$ cat src/rtl/color_snn_pkg.sv
// Shared constants, state type and rate saturation for the colour spike encoder.
package color_snn_pkg;

  localparam int          CH_W      = 16;
  localparam int          RATE_W    = 8;
  localparam int          NUM_CH    = 3;
  localparam int          LFSR_W    = 32;
  localparam logic [31:0] LFSR_TAPS = 32'h80200003;

  typedef enum logic [1:0] {
    IDLE,
    LOAD,
    RUN,
    DONE
  } enc_state_t;

  function automatic logic [RATE_W-1:0] sat_rate(
    input logic [CH_W-1:0] ch,
    input int              shift
  );
    logic [CH_W-1:0] s;
    s = ch >> shift;
    return (s > CH_W'(255)) ? 8'hFF : s[RATE_W-1:0];
  endfunction

endpackage

$ cat src/rtl/color_spike_encoder_lfsr32.sv
// 32-bit Galois LFSR that steps only when adv is high; reset restores the seed.
module lfsr32
  import color_snn_pkg::*;
#(
  parameter logic [31:0] SEED = 32'hACE12468
) (
  input  logic        clk,
  input  logic        rst,
  input  logic        adv,
  output logic [31:0] state
);

  // An all-zero state would lock up, so it is replaced by 1.
  localparam logic [31:0] INIT = (SEED == 32'h0) ? 32'h1 : SEED;

  always_ff @(posedge clk) begin
    if (!rst) begin
      state <= INIT;
    end else if (adv) begin
      state <= {1'b0, state[31:1]} ^ (state[0] ? LFSR_TAPS : 32'h0);
    end
  end

endmodule

$ cat src/rtl/color_spike_encoder.sv
// Rate-codes one RGB sample into WINDOW spike timesteps for the SNN input layer.
// Define SPIKE_COUNT_EN to add per-channel spike totals on spike_cnt.
module color_spike_encoder
  import color_snn_pkg::*;
#(
  parameter int          WINDOW     = 64,
  parameter int          GAIN_SHIFT = 8,
  parameter logic [31:0] LFSR_SEED  = 32'hACE12468,
  localparam int         IW         = $clog2(WINDOW),
  localparam int         CW         = $clog2(WINDOW + 1)
) (
  input  logic              clk,
  input  logic              rst,
  input  logic              in_valid,
  output logic              in_ready,
  input  logic [CH_W-1:0]   red,
  input  logic [CH_W-1:0]   green,
  input  logic [CH_W-1:0]   blue,
  output logic [NUM_CH-1:0] spike,
  output logic              spike_valid,
  input  logic              spike_ready,
  output logic [IW-1:0]     step_idx,
`ifdef SPIKE_COUNT_EN
  output logic [3*CW-1:0]   spike_cnt,
`endif
  output logic              window_done
);

  enc_state_t        r_state;
  enc_state_t        w_next;
  logic [CH_W-1:0]   r_ch   [NUM_CH];
  logic [RATE_W-1:0] r_rate [NUM_CH];
  logic [IW-1:0]     r_idx;
  logic [LFSR_W-1:0] w_lfsr;
  logic [NUM_CH-1:0] w_spike;
  logic              w_adv;
  logic              w_last;

  assign w_adv  = (r_state == RUN) && spike_ready;
  assign w_last = (r_idx == IW'(WINDOW - 1));

  lfsr32 #(
    .SEED (LFSR_SEED)
  ) u_lfsr (
    .clk   (clk),
    .rst   (rst),
    .adv   (w_adv),
    .state (w_lfsr)
  );

  always_comb begin
    w_next = r_state;
    unique case (r_state)
      IDLE: if (in_valid) w_next = LOAD;
      LOAD: w_next = RUN;
      RUN:  if (spike_ready && w_last) w_next = DONE;
      DONE: w_next = IDLE;
    endcase
  end

  // Channel c draws its random byte from lfsr[8c+7:8c]; rate 255 forces a spike.
  always_comb begin
    w_spike = '0;
    for (int c = 0; c < NUM_CH; c++) begin
      w_spike[c] = (r_state == RUN) &&
                   ((r_rate[c] == 8'hFF) ||
                    (w_lfsr[8*c +: 8] < r_rate[c]));
    end
  end

  always_ff @(posedge clk) begin
    if (!rst) begin
      r_state <= IDLE;
      r_idx   <= '0;
      for (int c = 0; c < NUM_CH; c++) begin
        r_ch[c]   <= '0;
        r_rate[c] <= '0;
      end
    end else begin
      r_state <= w_next;
      if (r_state == IDLE && in_valid) begin
        r_ch[0] <= red;
        r_ch[1] <= green;
        r_ch[2] <= blue;
      end
      if (r_state == LOAD) begin
        r_idx <= '0;
        for (int c = 0; c < NUM_CH; c++) begin
          r_rate[c] <= sat_rate(r_ch[c], GAIN_SHIFT);
        end
      end
      if (w_adv) begin
        r_idx <= w_last ? '0 : r_idx + 1'b1;
      end
    end
  end

`ifdef SPIKE_COUNT_EN
  logic [CW-1:0] r_cnt [NUM_CH];

  always_ff @(posedge clk) begin
    if (!rst) begin
      for (int c = 0; c < NUM_CH; c++) r_cnt[c] <= '0;
    end else if (r_state == LOAD) begin
      for (int c = 0; c < NUM_CH; c++) r_cnt[c] <= '0;
    end else if (w_adv) begin
      for (int c = 0; c < NUM_CH; c++) begin
        r_cnt[c] <= r_cnt[c] + CW'(w_spike[c]);
      end
    end
  end

  assign spike_cnt = {r_cnt[2], r_cnt[1], r_cnt[0]};
`endif

  assign in_ready    = (r_state == IDLE) && rst;
  assign spike       = w_spike;
  assign spike_valid = (r_state == RUN);
  assign step_idx    = r_idx;
  assign window_done = (r_state == DONE);

endmodule

$ cat config.mk
export PLATFORM = sky130hd
export DESIGN_NAME = color_spike_encoder
export DESIGN_NICKNAME = d
export VERILOG_FILES = /design/src/rtl/color_snn_pkg.sv /design/src/rtl/color_spike_encoder_lfsr32.sv /design/src/rtl/color_spike_encoder.sv
export SDC_FILE = /design/constraint.sdc
export NUM_CORES = 1
export LEC_CHECK = 0
export ABC_CLOCK_PERIOD_IN_PS = 4100
export BUFFER_PORTS_ARGS = -buffer_cell sky130_fd_sc_hd__buf_4
export CORE_UTILIZATION = 30
export DETAILED_ROUTE_END_ITERATION = 16
export PLACE_DENSITY = 0.52
export SKIP_CTS_REPAIR_TIMING = 1
export SLEW_MARGIN = 20
export SYNTH_ARGS = -nofsm -noshare
export SYNTH_HDL_FRONTEND = slang
export SYNTH_SLANG_ARGS = --single-unit
export TNS_END_PERCENT = 100
$ cat constraint.sdc
create_clock -name clk -period 4.1 [get_ports clk]
set_input_delay 1.025 -clock clk [delete_from_list [all_inputs] [get_ports clk]]
set_output_delay 1.025 -clock clk [all_outputs]
set_load 0.01 [all_outputs]
==> impl_metrics.tcl <==
set metrics [dict create \
    n_antenna_cell 0 \
    grt_pass1_vias 2580 \
    dr.pass1.iters 4 \
    drt-total-wl_um 6870 \
    ys_types 38 \
    max_slew_margin_pct 31.7 \
    crit_chain "inv_1 > ha_1 > inv_1 > or3_1 > o21ai_1 > buf_4" \
    htree_num_levels 3 \
    ir_drop_v 0.000214 \
    final_antenna_net_count 0 \
    leakage_uw 0.00198 \
    required_ns 3.07 \
    die-width_um 117 \
    outcome "finished, final reports clean" \
    cp-start-kind "flip-flop" \
    fp-row-count 41 \
    cts_buffers 9 \
    ys_warn_count 0 \
    skew_ns 0.00653 \
    ys.flop_type "edfxtp_1" \
    worstPathArrival_ns 2.17 \
    ys_seq_area_share_pct 56.4 \
    synth-edff-count 48 \
    wire_per_inst_um 11.5 \
    num_io_pins 64 \
    worstSkewPairLatency_ns 0.34 \
    crit_top_cell "inv_1" \
    route.detailed.drc 0 \
    synthToLayoutAreaGrowth_pct 18.3 \
    grt_util_all_layers_pct 11.2 \
    layout.cells.most_common "nand2_1" \
    grt_pass1_wl_um 11700 \
    drt_iter0_drc 84 \
    clk_pin_slew_worst_paths_ns 0.06 \
    grt_max_degree 46 \
    clockBufferDepth 2 \
    crit_buf_inv 3 \
    max_stage_delay_ns 0.41 \
    async_flop_share_pct 0 \
    gp_congestion 0.757 \
    slowest_stage "or3_1" \
    grt-ovfl-total 0 \
    syn_area_per_cell_sq_um 10.2 \
    synthCells 389 \
    final_cell_mix "nand2_1 (69), edfxtp_1 (48), buf_4 (42)" \
    critPathMaxFanout 7 \
    fin_setup_tns_ns 0 \
    worst_pin_slew_ns 1.02 \
    hp-class "reg -> reg" \
    slew_viol_final 0 \
    setup.worst_path.end_class "output pin" \
    nets 500 \
    fmax_mhz 313 \
    dieHeight_um 117 \
    power_density_mw_per_mm2 522 \
    crit_family "buffers and inverters" \
    portBuffers 39 \
    syn-cell-area_sq_mm 0.00398 \
    cap_viol_max_count 0 \
    setup_viol 0 \
    min_period_over_period_pct 77.9 \
    via_count 2691 \
    dp_hpwl_um 4690 \
    clock_sinks 88 \
    period_needed_ns 3.19 \
    die_area_sq_mm 0.0137 \
    drive_above_1_share_pct 13.8 \
    synth_nets 468 \
    fillCellCount 1267 \
    rsz0062_at_grt "false" \
    core_sq_mm 0.0128 \
    cts_tree "done" \
    start_util_pct 31.1 \
    total_power_uw 2460 \
    antenna_found_initial 0 \
    critical_path_class "reg -> out" \
    final_hold_viol_count 0 \
    ys_ff_latch 88 \
    cts-root-buf "clkbuf_16" \
    vias_per_cell 4.50 \
]
-- cell families after synthesis --
kind of cell / synth area share, %
XOR/XNOR: 0.661
AO/OA/AOI/OAI: 7.81
flip-flops: 56.4
buffers and inverters: 4.85
multiplexers: 0.252
AND/OR/NAND/NOR: 21.5
adder cells (fa/ha/maj): 8.50
-- state kept, by name (all words and copies together) (netlist names) --
register and count:
u_lfsr.state 32, r_ch 24, r_rate 24, step_idx 6, r_state 2
-- worst min-delay path: cells and delay by family (launching register included) --
family	cells	cell delay, ns
AND/OR/NAND/NOR	1	0.05
AO/OA/AOI/OAI	1	0.05
flip-flops	1	0.31
-- per-stage QoR --
step                      instances  instance area, sq um  setup slack (ns)  utilization (%)  hold WS [ns]
after floorplan                 389                  3980              1.49                -         0.432
after global placement          582                  4410              1.26             34.6         0.440
after detailed placement        582                  4410              1.18             34.6         0.448
after CTS                       598                  4700             0.808             36.8         0.457
after global routing            598                  4700             0.776             36.8         0.480
final                           598                  4700             0.908             36.8         0.454
-- cell usage after synthesis, types with 7 or more instances --
cell type,instances,area share (%)
a211oi_1,7,1.3
a21oi_1,22,2.8
nor2_1,13,1.2
and2_1,27,4.2
and3_1,24,3.8
clkbuf_1,12,1.1
inv_1,26,2.5
dfxtp_1,40,20
edfxtp_1,48,36
nand2_1,69,6.5
nand4_1,7,1.1
buf_2,7,0.88
ha_1,27,8.5
nand3_1,16,2.0
-- cell type report --
class                      instances  area, sq um  area share [%]
clock buffer                       9          225            4.79
clock inverter                     7         62.6            1.33
sequential                        88         2240            47.7
multi-input combinational        253         1540            32.8
inverter                          27          101            2.16
tap                              172          215            4.58
timing repair buffer              42          315            6.71
-- path summary, 6_finish.rpt --
path / from / to / slack (ns) / cells after the start
worst max-delay path: r_state[0]$_SDFFE_PN0P_ / spike[2] / 0.91 / 6
worst max register to register: r_state[0]$_SDFFE_PN0P_ / u_lfsr.state[17]$_SDFFE_PN0P_ / 1.88 / 6
worst min register to register: u_lfsr.state[31]$_SDFFE_PN1P_ / u_lfsr.state[30]$_SDFFE_PN0P_ / 0.45 / 2
worst min-delay path: u_lfsr.state[31]$_SDFFE_PN1P_ / u_lfsr.state[30]$_SDFFE_PN0P_ / 0.45 / 2
-- per-layer routing --
layer	wire (um)	global-route usage (%)	up-vias
li1	-	-	1412
met1	3350	13.5	1234
met2	3180	18.8	36
met3	225	3.24	9
met4	114	4.56	0
met5	0	0	-
-- power by group --
part	switching (uW)	internal, uW
clock	316	465
combinational	294	195
sequential	71.0	1120
(Power assumes the default switching activity.)
